===== config.mk =====
export PLATFORM = sky130hd
export DESIGN_NAME = rr_arbiter_4_flat
export DESIGN_NICKNAME = d
export VERILOG_FILES = /design/src/rtl/rr_arbiter_4_if.sv /design/src/rtl/rr_arbiter_4.sv /design/src/flat_wrapper.sv
export SDC_FILE = /design/constraint.sdc
export NUM_CORES = 1
export LEC_CHECK = 0
export ABC_AREA = 1
export BUFFER_PORTS_ARGS = -buffer_cell sky130_fd_sc_hd__buf_2
export CAP_MARGIN = 20
export CORE_UTILIZATION = 50
export DETAILED_ROUTE_END_ITERATION = 12
export PLACE_DENSITY = 0.85
export SYNTH_ARGS = -nofsm -noshare
export SYNTH_HDL_FRONTEND = slang
export SYNTH_SLANG_ARGS = --single-unit

===== constraint.sdc =====
create_clock -name clk -period 1.8 [get_ports clk]
set_input_delay 0.09 -clock clk [delete_from_list [all_inputs] [get_ports clk]]
set_output_delay 0.09 -clock clk [all_outputs]
set_load 0.005 [all_outputs]

===== src/rtl/rr_arbiter_4_if.sv =====
// Request/grant bundle between the requesters and the round-robin arbiter.
// Protocol: a requester holds req[k] high for as long as it wants the resource.
// grant[k] (registered) tells it that it owns the resource. It keeps ownership
// until it pulses done, drops req[k], or the arbiter revokes the grant (preempt).
// grant_valid == |grant in every cycle. The dbg_* lines expose internal state
// for observation only.
interface rr_arbiter_4_if;
  logic [0:3] req;
  logic       done;
  logic [0:3] grant;
  logic       grant_valid;
  logic [1:0] grant_idx;
  logic       preempt;
  logic       dbg_state;     // 0 = IDLE, 1 = BUSY
  logic [1:0] dbg_ptr;
  logic [7:0] dbg_hold_cnt;

  modport master (
    output req, done,
    input  grant, grant_valid, grant_idx, preempt,
    input  dbg_state, dbg_ptr, dbg_hold_cnt
  );

  modport slave (
    input  req, done,
    output grant, grant_valid, grant_idx, preempt,
    output dbg_state, dbg_ptr, dbg_hold_cnt
  );
endinterface


===== src/rtl/rr_arbiter_4.sv =====
// Four-requester round-robin arbiter with a hold limit. It produces a registered
// one-hot (or all-zero) grant vector. Every handover passes through IDLE, so
// there is always at least one all-zero cycle between two grants.
module rr_arbiter_4 #(
  parameter int unsigned MAX_HOLD = 16   // 0 disables the limit, legal 0..255
) (
  input  logic           clk,
  input  logic           rst_n,
  rr_arbiter_4_if.slave  bus
);

  typedef enum logic {
    ST_IDLE = 1'b0,
    ST_BUSY = 1'b1
  } state_t;

  localparam logic [7:0] HOLD_LIM = 8'(MAX_HOLD);

  state_t     r_state, w_state_nxt;
  logic [0:3] r_grant, w_grant_nxt;
  logic [1:0] r_idx, w_idx_nxt;
  logic [1:0] r_ptr, w_ptr_nxt;
  logic [7:0] r_hold_cnt, w_hold_nxt;
  logic       r_preempt, w_preempt_nxt;
  logic       r_valid;

  logic       w_found;
  logic [1:0] w_pick;
  logic [1:0] w_cand;
  logic       w_limit;
  logic       w_withdrawn;
  logic       w_release;

  // Pick the first active requester, starting from the priority pointer.
  always_comb begin
    w_found = 1'b0;
    w_pick  = r_ptr;
    w_cand  = r_ptr;
    for (int i = 0; i < 4; i++) begin
      w_cand = r_ptr + 2'(i);
      if (!w_found && bus.req[w_cand]) begin
        w_found = 1'b1;
        w_pick  = w_cand;
      end
    end
  end

  // Release conditions for the current grantee.
  always_comb begin
    w_limit     = (MAX_HOLD != 0) && (r_hold_cnt == HOLD_LIM);
    w_withdrawn = !bus.req[r_idx];
    w_release   = bus.done || w_withdrawn || w_limit;
  end

  // Next-state and next-output logic. All outputs are registered from these values.
  always_comb begin
    w_state_nxt   = r_state;
    w_grant_nxt   = r_grant;
    w_idx_nxt     = r_idx;
    w_ptr_nxt     = r_ptr;
    w_hold_nxt    = r_hold_cnt;
    w_preempt_nxt = 1'b0;
    case (r_state)
      ST_IDLE: begin
        if (w_found) begin
          w_state_nxt         = ST_BUSY;
          w_grant_nxt         = '0;
          w_grant_nxt[w_pick] = 1'b1;
          w_idx_nxt           = w_pick;
          w_hold_nxt          = 8'd1;
        end
      end
      ST_BUSY: begin
        if (w_release) begin
          w_state_nxt   = ST_IDLE;
          w_grant_nxt   = '0;
          w_idx_nxt     = 2'd0;
          w_ptr_nxt     = r_idx + 2'd1;
          w_hold_nxt    = 8'd0;
          // preempt flags only a revocation that the grantee did not ask for
          w_preempt_nxt = w_limit && !bus.done && !w_withdrawn;
        end else if (r_hold_cnt != 8'hFF) begin
          w_hold_nxt = r_hold_cnt + 8'd1;
        end
      end
      default: begin
        w_state_nxt = ST_IDLE;
        w_grant_nxt = '0;
        w_idx_nxt   = 2'd0;
        w_hold_nxt  = 8'd0;
      end
    endcase
  end

  // State and output registers with asynchronous active-low reset.
  always_ff @(posedge clk or negedge rst_n) begin
    if (!rst_n) begin
      r_state    <= ST_IDLE;
      r_grant    <= '0;
      r_valid    <= 1'b0;
      r_idx      <= 2'd0;
      r_ptr      <= 2'd0;
      r_hold_cnt <= 8'd0;
      r_preempt  <= 1'b0;
    end else begin
      r_state    <= w_state_nxt;
      r_grant    <= w_grant_nxt;
      r_valid    <= |w_grant_nxt;
      r_idx      <= w_idx_nxt;
      r_ptr      <= w_ptr_nxt;
      r_hold_cnt <= w_hold_nxt;
      r_preempt  <= w_preempt_nxt;
    end
  end

  assign bus.grant        = r_grant;
  assign bus.grant_valid  = r_valid;
  assign bus.grant_idx    = r_idx;
  assign bus.preempt      = r_preempt;
  assign bus.dbg_state    = r_state;
  assign bus.dbg_ptr      = r_ptr;
  assign bus.dbg_hold_cnt = r_hold_cnt;

endmodule


===== src/flat_wrapper.sv =====
// flat-port wrapper written by rule: the top's interface ports become plain ports
module rr_arbiter_4_flat 
#(
  parameter int unsigned MAX_HOLD = 16                                        
)
  (clk, rst_n, bus_req, bus_done, bus_grant, bus_grant_valid, bus_grant_idx, bus_preempt, bus_dbg_state, bus_dbg_ptr, bus_dbg_hold_cnt);
  rr_arbiter_4_if bus_i ();
  input  logic clk;
  input  logic rst_n;
  input wire logic [$bits(bus_i.req)-1:0] bus_req;
  input wire logic [$bits(bus_i.done)-1:0] bus_done;
  output wire logic [$bits(bus_i.grant)-1:0] bus_grant;
  output wire logic [$bits(bus_i.grant_valid)-1:0] bus_grant_valid;
  output wire logic [$bits(bus_i.grant_idx)-1:0] bus_grant_idx;
  output wire logic [$bits(bus_i.preempt)-1:0] bus_preempt;
  output wire logic [$bits(bus_i.dbg_state)-1:0] bus_dbg_state;
  output wire logic [$bits(bus_i.dbg_ptr)-1:0] bus_dbg_ptr;
  output wire logic [$bits(bus_i.dbg_hold_cnt)-1:0] bus_dbg_hold_cnt;
  assign bus_i.req = bus_req;
  assign bus_i.done = bus_done;
  assign bus_grant = bus_i.grant;
  assign bus_grant_valid = bus_i.grant_valid;
  assign bus_grant_idx = bus_i.grant_idx;
  assign bus_preempt = bus_i.preempt;
  assign bus_dbg_state = bus_i.dbg_state;
  assign bus_dbg_ptr = bus_i.dbg_ptr;
  assign bus_dbg_hold_cnt = bus_i.dbg_hold_cnt;
  rr_arbiter_4 #(.MAX_HOLD(MAX_HOLD)) u_core (.clk(clk), .rst_n(rst_n), .bus(bus_i));
endmodule

# --- Word-level counts from Yosys, hierarchy flattened ---
# Cells that the tools add are included.
word_totals:
  reg_bits: 19
  input_bits: 7
  output_inout_bits: 19
  word_cells: 87
op_classes:
  add_sub_neg: 5
  order_cmp: 7
  eq_ne: 5
  n_mux: 39
  bitwise_logic: 7
  n_reduce_logical: 17
op_table:
  columns: ["operator", "count"]
  rows:
  - ["$mux W8", 3]
  - ["$mux W1", 19]
  - ["$ge A3 B3 Y1 const B", 6]
  - ["$not A2 Y3", 6]
  - ["$pmux W8 S2", 1]
  - ["$bmux W1 S2", 5]
  - ["$mux W2", 5]
  - ["$add A8 B1 Y8 const B", 1]
  - ["$eq A8 B5 Y1 const B", 1]
  - ["$mux W4", 2]
  - ["$ne A8 B8 Y1 const B", 1]
  - ["$pmux W4 S2", 1]
  - ["$logic_and A1 B1 Y1", 6]
  - ["$reduce_and A2 Y1", 3]
  - ["$logic_not A1 Y1", 5]
  - ["$add A2 B1 Y2 const B", 2]
  - ["$add A2 B2 Y2 const B", 2]
  - ["$pmux W2 S2", 1]
  - ["$reduce_or A4 Y1", 1]
  - ["$lt A3 B1 Y1 const B", 1]
  - ["$ne A3 B3 Y1 const B", 1]
  - ["$demux W1 S2", 1]
  - ["$logic_or A1 B1 Y1", 2]
  - ["$ne A2 B1 Y1 const B", 1]
  - ["3 further kinds", 3]

# --- Longest topological paths before layout ---
# Gate-level depths: netlist of the first run.
depth:
  ltp_word: 22
  ltp_mapped: 18
  mapped_depth_nobuf: 17

# --- Worst setup path before layout of the first run ---
# OpenSTA, ideal clock, no wires.
synth_timing:
  kind: "reg-to-reg"
  from: "register u_core.r_hold_cnt[0], in the netlist u_core.bus.dbg_hold_cnt[0]"
  to: "register u_core.r_hold_cnt[3], in the netlist u_core.bus.dbg_hold_cnt[3]"
  setup_ps: 117
  t_arrival_ps: 1673
  required_ps: 1683
  setup_slack_ps: 10
  path_stages_with_launch: 12
  path_buffers: 1
  period_less_slack_ps: 1790
  cell_sequence: "dfrtp_1 -> ha_1 -> nand3_1 -> nor2_1 -> inv_1 -> nor2_1 -> nand2_1 -> o21ai_1 -> nand3_4 -> buf_6 -> a21oi_2 -> nor2_1"
synth_via:
  elab_chain_cells: 4
  word_cells_on_any_way: 9
  cone_classes: "1 x add/sub; 3 x eq/ne; 3 x mux; 2 x reduce/logical"
synth_rtl:
  columns: ["item", "line_no", "text"]
  rows:
  - ["from (decl)", "rr_arbiter_4.sv:23", "logic [7:0] r_hold_cnt, w_hold_nxt;"]
  - ["from (signal assigned)", "rr_arbiter_4.sv:111", "r_hold_cnt <= w_hold_nxt;"]
  - ["$add A8 B1 Y8 / $eq A8 B5 Y1 (equally long branches)", "rr_arbiter_4.sv:83, rr_arbiter_4.sv:50", null]
  - ["$mux W8 / $logic_or A1 B1 Y1 (equally long branches)", "rr_arbiter_4.sv:82, rr_arbiter_4.sv:52", null]
  - ["$mux W8 / $ne A3 B3 Y1 (equally long branches)", null, null]
  - ["$pmux W8 S2 / $reduce_and A2 Y1 (equally long branches)", null, null]
# Parallel ways exist; a longest one is shown, timed or not. The select of a mux whose other input is x is not followed.
# A chain may end at the register's enable or synchronous reset.

# --- Worst setup path in the final report of the first run ---
layout_timing:
  from: "register u_core.r_ptr[0], in the netlist u_core.bus.dbg_ptr[0]"
  to: "register u_core.r_hold_cnt[6], in the netlist u_core.bus.dbg_hold_cnt[6]"
layout_via:
  elab_chain_cells: 16
  word_cells_on_any_way: 31
  cone_classes: "3 x add/sub; 1 x eq/ne; 16 x mux; 4 x bitwise; 7 x reduce/logical"
layout_rtl:
  columns: ["item", "line_no", "text"]
  rows:
  - ["from (decl)", "rr_arbiter_4.sv:22", "logic [1:0] r_ptr, w_ptr_nxt;"]
  - ["from (signal assigned)", "rr_arbiter_4.sv:110", "r_ptr <= w_ptr_nxt;"]
  - ["parallel branches: the longest is 13 deep, another holds $add A2 B1 Y2", null, null]
  - ["$mux W1 *", "rr_arbiter_4.sv:41", "if (!w_found && bus.req[w_cand]) begin"]
  - ["$ne A2 B1 Y1 (no line) *", null, null]
  - ["$reduce_and A2 Y1 (no line) *", null, null]
# Every way passes the cells marked *. The select of a mux whose other input is x is not followed.

==> results.py, run 1 <==
metrics = {
    "logic_synthesis": {
        "syn_avg_cell_area_sq_um": 6.87,
        "synth-seq-cells": 19,
        "ys_types": 29,
        "syn-cell-area_sq_um": 1410,
        "synth_edf_count": 0,
        "ys_warn_count": 0,
        "synth_area_leaders": "dfrtp_1 34%, nand2_1 22%, nand3_1 7.1%",
        "ys_async_sr_fraction": 1.00,
        "synth-main-ff-cell": "dfrtp_1",
        "ys_seq_area_frac": 0.337,
        "synth.largest_area_cell": "dfrtp_1",
        "synth_top_area_share": 0.337,
        "synth_nets": 214,
        "syn_inst": 205,
    },
    "worst_setup_path": {
        "cp.required_ps": 2000,
        "crit_chain": "buf_8 > nand2_4 > nand2_4 > nand2_4 > nand2_4 > nor2_4 > nand2_4 > o21ai_4 > nand3_4 > buf_4 > a21oi_2 > a21oi_1",
        "cpPeakStageDelay_ps": 460,
        "r2r-start": "u_core.bus.dbg_ptr[0]$_DFFE_PN0P_",
        "path_delay_family": "simple AND/OR/NAND/NOR gates",
        "end_kind": "register",
        "cp_slowest_cell": "dfrtp_2",
        "crit_fanout": 7,
        "critPathKind": "register to register",
        "r2r_setup_slack_ps": -130,
        "crit_arrival_ps": 2130,
        "critPathLaunchType": "register",
        "worstReg2RegEnd": "u_core.bus.dbg_hold_cnt[6]$_DFFE_PN0P_",
        "path_common_cell": "nand2_4",
        "reg2reg_depth": 12,
        "crit_buf_inv": 2,
    },
    "sta": {
        "relSlewSlack": 0.715,
        "rsz0062_at_grt": "yes",
        "maxSlewViolCount": 0,
        "setup_viol": 11,
        "final.period_utilization": 1.07,
        "fin_skew_ps": 4.11,
        "final.setup.worst_slack_ps": -131,
        "timing_hold_violations_final": 0,
        "period_needed_ps": 1930,
        "fmax_mhz": 518,
        "tightest_slew_ps": 428,
    },
    "finish": {
        "fillers": 190,
        "drive_above_1_share": 0.408,
        "area_delta_synth_final_pct": 39.5,
        "stdcell_area_sq_um": 1970,
        "antenna_cells": 0,
        "utilization": 0.766,
        "final_nets": 277,
        "stdcell_count": 297,
    },
    "outcome": {
        "outcome": "finished, violations left",
        "violations": "setup timing",
    },
    "clock_network": {
        "clockBufferDepth": 2,
        "numCtsBuffers": 3,
        "clkTransAtPathRegs_ps": 110,
        "clk_latency_ps": 300,
        "cts_root_buffer": "clkbuf_4",
        "cts_tree": "yes",
        "cts_max_level": 1,
        "cts_sinks": 19,
    },
    "power": {
        "leakage_nw": 1.06,
        "power_w": 0.00358,
        "power.share.sequential": 0.181,
        "irDropWorstVdd_v": 0.00130,
        "pwr-share-clk": 0.061,
        "pwr-share-comb": 0.758,
        "p_per_area_nw_per_um2": 1820,
        "p_int_w": 0.00179,
        "swShare": 0.501,
        "switchingPower_w": 0.00180,
    },
    "floorplan": {
        "core-area_sq_um": 2570,
        "die_w_um": 55.1,
        "num_rows": 18,
        "dieArea_sq_um": 3030,
        "initial_utilization": 0.549,
        "die_y_um": 55.1,
        "pin_count": 26,
    },
    "place": {
        "io_buffer_count": 25,
        "gp_congestion": 0.898,
        "hpwl_um": 2580,
        "placed_area_sq_um": 1750,
        "dp_slack_ps": -28.4,
        "placed_cells": 284,
    },
    "grt": {
        "grt_max_degree": 20,
        "grt_pass1_wl_um": 5330,
        "grt_overflow": 0,
        "grt_pass1_vias": 1227,
        "antenna_found_initial": 0,
        "grt_util_all_layers": 0.252,
    },
    "route": {
        "drc": 0,
        "ant_nets": 0,
        "wl_per_cell_um": 13.5,
        "drtIter0Drc": 90,
        "routed_wl_um": 4010,
        "vias": 1615,
        "drtPass1Iterations": 4,
        "routed_via_density": 5.44,
    },
    "hold_path": {
        "hp-class": "primary input to asynchronous set/reset pin",
    },
    "job": {
        "drv_cap": 0,
    },
}
layout make-up:
cell class                 instances  area [sq um]  share of cell area
multi-input combinational        165           938               0.477
sequential                        19           478               0.243
tap                               30          37.5              0.0191
inverter                          17          66.3              0.0337
timing repair buffer              62           419               0.213
clock buffer                       4          26.3              0.0134
cell usage after synthesis, types with 2 or more instances:
master   number
nand2_1      83
buf_6         2
o21ai_1       4
nand2_2      11
nand4_1       2
nor2_4        2
a21oi_1       3
dfrtp_1      19
nand3_1      20
nand4_2       2
o21ai_0       6
nor3_1        3
a21oi_2       3
ha_1          2
inv_1        15
nor2_1       13
nand2_4       3
worst max path at each step:
stage | start | endpoint | slack [ps] | depth (start not counted)
6_report | u_core.bus.dbg_ptr[0]$_DFFE_PN0P_ | u_core.bus.dbg_hold_cnt[6]$_DFFE_PN0P_ | -130 | 12
5_1_grt | u_core.bus.dbg_ptr[0]$_DFFE_PN0P_ | u_core.bus.grant_valid$_DFF_PN0_ | -220 | 15
4_1_cts | u_core.bus.dbg_ptr[0]$_DFFE_PN0P_ | u_core.bus.grant_valid$_DFF_PN0_ | -40 | 14
3_5_place_dp | u_core.bus.dbg_ptr[0]$_DFFE_PN0P_ | u_core.bus.dbg_hold_cnt[3]$_DFFE_PN0P_ | -30 | 12
3_3_place_gp | u_core.bus.dbg_ptr[0]$_DFFE_PN0P_ | u_core.bus.dbg_hold_cnt[2]$_DFFE_PN0P_ | 8 | 12
2_1_floorplan | u_core.bus.dbg_hold_cnt[0]$_DFFE_PN0P_ | u_core.bus.dbg_hold_cnt[3]$_DFFE_PN0P_ | 10 | 11
repair_timing:
item | CTS | global route
buffers inserted | 1 | 5
cloned | 0 | 1
pin swaps | 3 | 16
endpoints found under the hold margin | 20 | 0
hold buffers | 2 | 0
endpoints found under the setup margin | 7 | 15
resized for setup | 2 | 33
cell families (layout without fill, tap and decap cells):
logic type	Yosys count	count (layout)	share of synthesized area
xor gates and xnor gates	2	2	0.0124
DFF	19	19	0.337
buffers and inverters	21	83	0.0701
AOI/OAI and AO/OA	19	19	0.0879
adders and majority gates	2	2	0.0178
and+or+nand+nor	142	142	0.474
power groups by stage:
| stage | clock, W | combinational [W] | sequential (W) |
|---|---|---|---|
| detailed placement | 0 | 0.00222 | 0.000637 |
| floorplan | 0 | 0.00144 | 0.000657 |
| global placement | 0 | 0.00218 | 0.000633 |
| finish | 0.000219 | 0.00272 | 0.000650 |
| CTS | 0.000221 | 0.00225 | 0.000632 |
| global route | 0.000240 | 0.00297 | 0.000665 |
metal layers:
layer,GRT usage,vias to the layer above,share of wire
met5,0,-,0
met2,0.388,76,0.47
met3,0.0519,10,0.067
li1,-,785,-
met4,0.0875,0,0.016
met1,0.349,744,0.45
state kept, by name, indices dropped and copies added, names as in the netlist:
name	cells
u_core.bus.grant	4
u_core.bus.dbg_hold_cnt	8
u_core.bus.dbg_ptr	2
u_core.bus.grant_idx	2
u_core.bus.grant_valid	1
u_core.bus.dbg_state	1
u_core.bus.preempt	1
metrics by stage:
stage / hold slack, ps / TNS, ps
final: 241 / -741
after global routing: 278 / -2040
after CTS: 257 / -144
after detailed placement: 47.8 / -96.1
after global placement: 44.9 / 0
after floorplan: -206 / 0
placed cells by master (no fill, tap or decap):
| cell | n |
|---|---|
| o211ai_1 | 1 |
| nand3_4 | 2 |
| buf_4 | 33 |
| inv_1 | 14 |
| buf_6 | 1 |
| nand2_4 | 11 |
| nand4_2 | 2 |
| nand3_2 | 3 |
| o21ai_0 | 6 |
| o21ai_2 | 1 |
| buf_2 | 25 |
| nand2_1 | 72 |
| dfrtp_2 | 2 |
| o21ai_1 | 3 |
| a21oi_1 | 3 |
| nor2_2 | 3 |
| clkbuf_4 | 3 |
| o21ai_4 | 1 |
| ha_1 | 2 |
| dlygate4sd3_1 | 2 |
| nor4_1 | 1 |
| a21oi_2 | 3 |
| o32ai_1 | 1 |
| dfrtp_1 | 17 |
| inv_2 | 1 |
| nor2_4 | 2 |
| xnor2_1 | 1 |
| clkbuf_1 | 1 |
| nand3_1 | 16 |
| nand4_1 | 2 |
| nor2_1 | 11 |
| xor2_1 | 1 |
| buf_8 | 1 |
| nor3_1 | 3 |
| nand2_2 | 14 |
| clkinv_1 | 1 |
| inv_4 | 1 |
(Power assumes the default switching activity.)
==> run 2: changes to the inputs <==
- CELL_PAD_IN_SITES_DETAIL_PLACEMENT: default -> 0
- CELL_PAD_IN_SITES_GLOBAL_PLACEMENT: default -> 1
- CORE_UTILIZATION: 50 -> 35
- PLACE_DENSITY: 0.85 -> 0.84
==> run 2 against run 1 <==
Effect of this change: the run still ends with setup timing left; sequential share of layout area is 2.4 points lower; maximum frequency is 1.3% higher; global-route usage is 5.9 points lower; register-to-register slack better by 20 ps; hold slack better by 60 ps; via count is 1.7% higher; first-iteration DRC count is 46% higher; die area is 41% higher; final cell count is 11% higher; total power is 11% higher; highest routed layer unchanged; utilization is 19 points lower.
==> results.py, run 2 (synthesis results as in run 1) <==
metrics = {
    "outcome": {
        "outcome": "finished, violations left",
        "violations": "setup timing",
    },
    "route": {
        "vias": 1643,
        "routed_wl_um": 4260,
        "ant_nets": 0,
        "drc": 0,
        "drtIter0Drc": 131,
        "routed_via_density": 4.96,
        "drtPass1Iterations": 4,
        "wl_per_cell_um": 12.9,
    },
    "clock_network": {
        "cts_sinks": 19,
        "clockBufferDepth": 2,
        "cts_tree": "yes",
        "clk_latency_ps": 260,
        "numCtsBuffers": 3,
        "cts_max_level": 1,
        "clkTransAtPathRegs_ps": 80,
        "cts_root_buffer": "clkbuf_8",
    },
    "place": {
        "hpwl_um": 2850,
        "io_buffer_count": 25,
        "gp_congestion": 0.816,
        "placed_cells": 307,
    },
    "worst_setup_path": {
        "critPathKind": "register to register",
        "r2r_setup_slack_ps": -110,
        "cpPeakStageDelay_ps": 460,
        "reg2reg_depth": 12,
        "crit_arrival_ps": 2070,
        "crit_chain": "clkinv_4 > buf_6 > nand2_2 > nand3_2 > nand2_2 > nor2_4 > nand2_4 > o21ai_4 > nand3_4 > buf_6 > a21oi_2 > nor2_1",
        "cp_slowest_cell": "dfrtp_2",
        "critPathLaunchType": "register",
        "end_kind": "register",
        "worstReg2RegEnd": "u_core.bus.dbg_hold_cnt[2]$_DFFE_PN0P_",
        "r2r-start": "u_core.bus.dbg_ptr[0]$_DFFE_PN0P_",
        "crit_fanout": 7,
        "startpoint": "u_core.bus.dbg_ptr[0]$_DFFE_PN0P_",
        "cp.required_ps": 1960,
    },
    "finish": {
        "drive_above_1_share": 0.491,
        "mostFrequentLayoutCells": "66 x nand2_1, 46 x buf_4, 25 x buf_2",
        "utilization": 0.578,
        "stdcell_count": 331,
        "final_nets": 293,
        "largest_register_ffs": 8,
        "area_delta_synth_final_pct": 54.6,
        "antenna_cells": 0,
        "final_common_cell": "nand2_1",
    },
    "sta": {
        "tightest_slew_ps": 450,
        "rsz0062_at_grt": "yes",
        "maxSlewViolCount": 0,
        "period_needed_ps": 1910,
        "relSlewSlack": 0.700,
        "finalSetupTns_ps": -548,
        "timing_hold_violations_final": 0,
        "fin_skew_ps": 8.65,
        "fmax_mhz": 525,
        "whs_ps": 301,
        "final.period_utilization": 1.06,
        "setup_viol": 11,
        "final.setup.worst_slack_ps": -106,
    },
    "floorplan": {
        "num_rows": 22,
        "die_w_um": 65.4,
        "initial_utilization": 0.374,
        "core-area_sq_um": 3770,
        "pin_count": 26,
        "dieArea_sq_um": 4280,
        "die_y_um": 65.4,
    },
    "grt": {
        "grt_util_all_layers": 0.193,
        "grt_max_degree": 20,
        "grt_pass1_wl_um": 6330,
        "grt_overflow": 0,
        "grt_pass1_vias": 1366,
        "antenna_found_initial": 0,
    },
    "power": {
        "p_per_area_nw_per_um2": 1820,
        "power_w": 0.00397,
        "leakage_nw": 1.16,
        "irDropWorstVdd_v": 0.000737,
    },
    "hold_path": {
        "hp-class": "primary input to asynchronous set/reset pin",
    },
    "job": {
        "drv_cap": 0,
    },
}
==> run 2: per-stage QoR <==
| stage | worst slack (ps) | instance area (sq um) |
|---|---|---|
| 6_report | -106 | 2180 |
| 5_1_grt | -194 | 2180 |
| 4_1_cts | -90.3 | 1920 |
| 3_5_place_dp | -76.6 | 1810 |
| 3_3_place_gp | -18.5 | 1810 |
| 2_1_floorplan | 10.2 | 1410 |
==> run 2: layout make-up <==
class | instances | area (sq um)
well taps | 48 | 60.1
clock inverters | 1 | 5.00
repair buffers | 78 | 547
inverters | 17 | 68.8
clock buffers | 3 | 41.3
multi-input cells | 165 | 980
fillers | 345 | 1590
flip-flops and latches | 19 | 477
==> run 2: power breakdown <==
group	switching [W]	leakage, nW	internal (W)
Sequential	0.000107	0.250	0.000546
Clock	0.000154	0.0255	0.000154
Combinational	0.00161	0.885	0.00139
Total	0.00187	1.16	0.00209
==> run 2: worst max path at each step <==
stage | slack [ps] | end | cells after the start
final | -110 | u_core.bus.dbg_hold_cnt[2]$_DFFE_PN0P_ | 12
after floorplan | 10 | u_core.bus.dbg_hold_cnt[3]$_DFFE_PN0P_ | 11
after detailed placement | -80 | u_core.bus.dbg_hold_cnt[2]$_DFFE_PN0P_ | 13
after global routing | -190 | u_core.bus.grant_valid$_DFF_PN0_ | 17
after global placement | -20 | u_core.bus.grant_valid$_DFF_PN0_ | 16
after CTS | -90 | u_core.bus.dbg_hold_cnt[2]$_DFFE_PN0P_ | 13
==> run 2: metal layers <==
layer / GRT usage / part of all wire / vias to the layer above
li1: - / - / 815
met1: 0.275 / 0.47 / 780
met2: 0.294 / 0.47 / 42
met3: 0.0330 / 0.045 / 6
met4: 0.0652 / 0.013 / 0
met5: 0 / 0 / -
==> run 2: what timing repair did <==
action / CTS / global route
endpoints found under the setup margin: 9 / 16
gates resized for setup: 6 / 47
hold buffers: 2 / 0
setup buffers: 3 / 14
gates cloned: 1 / 0
pin swaps: 10 / 26
hold endpoints to repair: 20 / 0
==> run 2: critical path, delay by kind of cell, from the launching register on <==
kind | cells | cell delay (ps)
buf+inv | 3 | 390
compound gates | 2 | 300
simple gates | 7 | 650
flops | 1 | 460
==> run 3: changes to the inputs <==
- ABC_AREA: 1 -> default
- PLACE_DENSITY: 0.84 -> 0.83
==> run 3 against run 2 <==
Effect of this change: the flow now finishes without violations; flip-flop and latch count unchanged; utilization decreased by 13 points; combinational power decreased by 79%; register-to-register slack improved by 230 ps; highest routed layer unchanged.
==> results.py, run 3 <==
metrics = {
    "logic_synthesis": {
        "ys_types": 38,
        "synth-xor-area-share": 0.0425,
        "synth_compound_area_frac": 0.167,
        "synth_mux_area_frac": 0.0400,
        "synth.largest_area_cell": "dfrtp_1",
        "yosysMostFrequentCell": "dfrtp_1",
        "synth_fa_ha_area_frac": 0.0243,
        "synth_edf_count": 0,
        "ys_async_sr_fraction": 1.00,
        "ys_seq_area_frac": 0.461,
        "syn-cell-area_sq_um": 1030,
        "synth_top_area_share": 0.461,
        "ys_warn_count": 0,
        "synth-seq-cells": 19,
        "synth_nets": 117,
        "synth_area_leaders": "dfrtp_1 46%, nand2_1 5.5%, nor2_1 3.6%",
        "synth-main-ff-cell": "dfrtp_1",
        "syn_inst": 108,
        "syn_avg_cell_area_sq_um": 9.55,
        "synth_common_cells": "19 x dfrtp_1, 15 x nand2_1, 10 x nor2_1",
        "synth_top_family_by_area": "simple AND/OR/NAND/NOR gates",
        "synth_simple_gate_area_frac": 0.235,
    },
    "hold_path": {
        "hp-class": "primary input to register",
        "holdCritStartpoint": "bus_done",
        "holdPathEnd": "u_core.bus.preempt$_DFF_PN0_",
        "min_path_cells": 4,
    },
    "sta": {
        "tightest_slew_ps": 492,
        "final.period_utilization": 0.931,
        "rsz0062_at_grt": "no",
        "fin_skew_ps": 1.82,
        "final.setup.worst_slack_ps": 124,
        "relSlewSlack": 0.669,
        "maxSlewViolCount": 0,
        "setup_viol": 0,
        "fmax_mhz": 597,
        "period_needed_ps": 1680,
        "timing_hold_violations_final": 0,
        "finalSetupTns_ps": 0,
    },
    "grt": {
        "met2_usage": 0.250,
        "grt_util_all_layers": 0.148,
        "grt_max_degree": 20,
        "grt_pass1_wl_um": 3690,
        "antenna_found_initial": 0,
        "grtUsageMet1": 0.194,
        "busiest_layer": "met2",
        "grt_pass1_vias": 837,
        "grt_overflow": 0,
        "use_met3": 0.0253,
    },
    "worst_setup_path": {
        "r2r-start": "u_core.bus.grant_idx[1]$_DFFE_PN0P_",
        "crit_arrival_ps": 1860,
        "cp_slowest_cell": "dfrtp_1",
        "cp.required_ps": 1980,
        "r2r_setup_slack_ps": 120,
        "crit_buf_inv": 0,
        "cpPeakStageDelay_ps": 470,
        "critPathLaunchType": "register",
        "critPathKind": "register to register",
        "end_kind": "register",
        "worstReg2RegEnd": "u_core.bus.dbg_hold_cnt[0]$_DFFE_PN0P_",
        "crit_chain": "mux2i_1 > o22ai_2 > nand3_2 > and2_4 > o32a_1",
        "path_delay_family": "compound AO/OA/AOI/OAI gates",
        "crit_fanout": 8,
        "reg2reg_depth": 5,
    },
    "route": {
        "routed_via_density": 5.31,
        "drtIter0Drc": 38,
        "drc": 0,
        "routed_wl_um": 2260,
        "drtPass1Iterations": 4,
        "wl_per_cell_um": 13.1,
        "ant_nets": 0,
        "vias": 913,
    },
    "clock_network": {
        "cts_root_buffer": "clkbuf_4",
        "cts_max_level": 1,
        "numCtsBuffers": 3,
        "cts_tree": "yes",
        "clockBufferDepth": 2,
        "cts_sinks": 19,
        "clk_latency_ps": 290,
        "clkTransAtPathRegs_ps": 100,
    },
    "floorplan": {
        "dieArea_sq_um": 3170,
        "num_rows": 19,
        "pin_count": 26,
        "initial_utilization": 0.371,
        "core-area_sq_um": 2780,
        "die_w_um": 56.3,
        "die_y_um": 56.3,
    },
    "finish": {
        "regArea_sq_um": 477,
        "stdcell_area_sq_um": 1250,
        "final_nets": 151,
        "stdcell_count": 172,
        "fillers": 277,
        "drive_above_1_share": 0.291,
        "largest_register_ffs": 8,
        "antenna_cells": 0,
        "final_common_cell": "buf_2",
        "mostFrequentLayoutCells": "25 x buf_2, 18 x dfrtp_1, 15 x nand2_1",
        "multi_input_area_sq_um": 526,
        "area_delta_synth_final_pct": 21.4,
    },
    "power": {
        "swShare": 0.394,
        "leakage_nw": 0.597,
        "power.share.sequential": 0.447,
        "p_int_w": 0.000928,
        "p_per_area_nw_per_um2": 1220,
        "pwr-share-clk": 0.136,
        "power_w": 0.00153,
        "switchingPower_w": 0.000604,
        "irDropWorstVdd_v": 0.000643,
        "pwr-share-comb": 0.417,
    },
    "place": {
        "io_buffer_count": 25,
        "placed_area_sq_um": 1210,
        "dp_slack_ps": 104,
        "placed_cells": 167,
        "hpwl_um": 1710,
        "gp_congestion": 0.855,
    },
    "job": {
        "drv_cap": 0,
    },
    "outcome": {
        "outcome": "complete, no violations",
    },
}
-- run 3: changes by cell type after synthesis, sizes merged, moves of 3 or more --
cell,change
nand2,-82
mux2i,+3
nand3,-17
o2bb2ai,+3
buf,-3
nor2,-6
inv,-11
o21ai,-7
or2,+3
-- run 3: repair_timing --
item	4_1_cts	5_1_grt
setup buffers	0	0
hold buffers	1	0
endpoints found under the setup margin	0	1
resized for setup	0	1
endpoints found under the hold margin	19	0
-- run 3: cell type report --
class | instances | share of cell area
Multi-Input combinational cell | 83 | 0.420
Sequential cell | 19 | 0.381
Timing Repair Buffer | 30 | 0.132
Tap cell | 31 | 0.0310
Clock buffer | 4 | 0.0210
Inverter | 5 | 0.0150
-- run 3: worst max-delay path by stage --
| stage | start | to | slack [ps] | cells after the start |
|---|---|---|---|---|
| after floorplan | u_core.bus.grant_idx[0]$_DFFE_PN0P_ | u_core.bus.dbg_hold_cnt[0]$_DFFE_PN0P_ | 120 | 6 |
| after global placement | u_core.bus.dbg_hold_cnt[0]$_DFFE_PN0P_ | u_core.bus.dbg_hold_cnt[6]$_DFFE_PN0P_ | 110 | 6 |
| after detailed placement | u_core.bus.dbg_hold_cnt[0]$_DFFE_PN0P_ | u_core.bus.dbg_hold_cnt[6]$_DFFE_PN0P_ | 100 | 6 |
| after CTS | u_core.bus.dbg_hold_cnt[0]$_DFFE_PN0P_ | u_core.bus.dbg_hold_cnt[6]$_DFFE_PN0P_ | 80 | 6 |
| after global routing | u_core.bus.dbg_hold_cnt[1]$_DFFE_PN0P_ | u_core.bus.dbg_hold_cnt[6]$_DFFE_PN0P_ | 10 | 6 |
| final | u_core.bus.grant_idx[1]$_DFFE_PN0P_ | u_core.bus.dbg_hold_cnt[0]$_DFFE_PN0P_ | 120 | 5 |
-- run 3: per-layer routing --
metal  vias to the layer above  part of all wire
met2                        22              0.48
li1                        452                 -
met4                         0            0.0031
met3                         2             0.037
met5                         -                 0
met1                       437              0.48
-- run 3: logic make-up (layout without fill, tap and decap cells) --
group | after synthesis | after routing
buf+inv | 6 | 39
xor+xnor | 5 | 5
mux | 4 | 4
simple gates | 48 | 48
compound gates | 24 | 24
fa+ha+maj | 2 | 2
flops | 19 | 19
-- run 3: worst register-to-register path: cells and delay by family, from the launching register on --
kind	cells	cell delay, ps
muxes	1	160
and+or+nand+nor	2	370
DFF	1	470
AOI/OAI and AO/OA	2	560
-- run 3: power groups by stage --
stage | clock (W) | sequential, W | combinational, W
after floorplan | 0 | 0.000685 | 0.000405
after global placement | 0 | 0.000690 | 0.000635
after detailed placement | 0 | 0.000693 | 0.000641
after CTS | 0.000217 | 0.000684 | 0.000645
after global routing | 0.000236 | 0.000711 | 0.000714
final | 0.000208 | 0.000685 | 0.000639
-- run 3: per-stage QoR --
step,util,hold WS (ps)
3_5_place_dp,0.436,55.8
2_1_floorplan,-,-206
4_1_cts,0.449,243
6_report,0.450,253
3_3_place_gp,0.436,47.6
5_1_grt,0.450,261
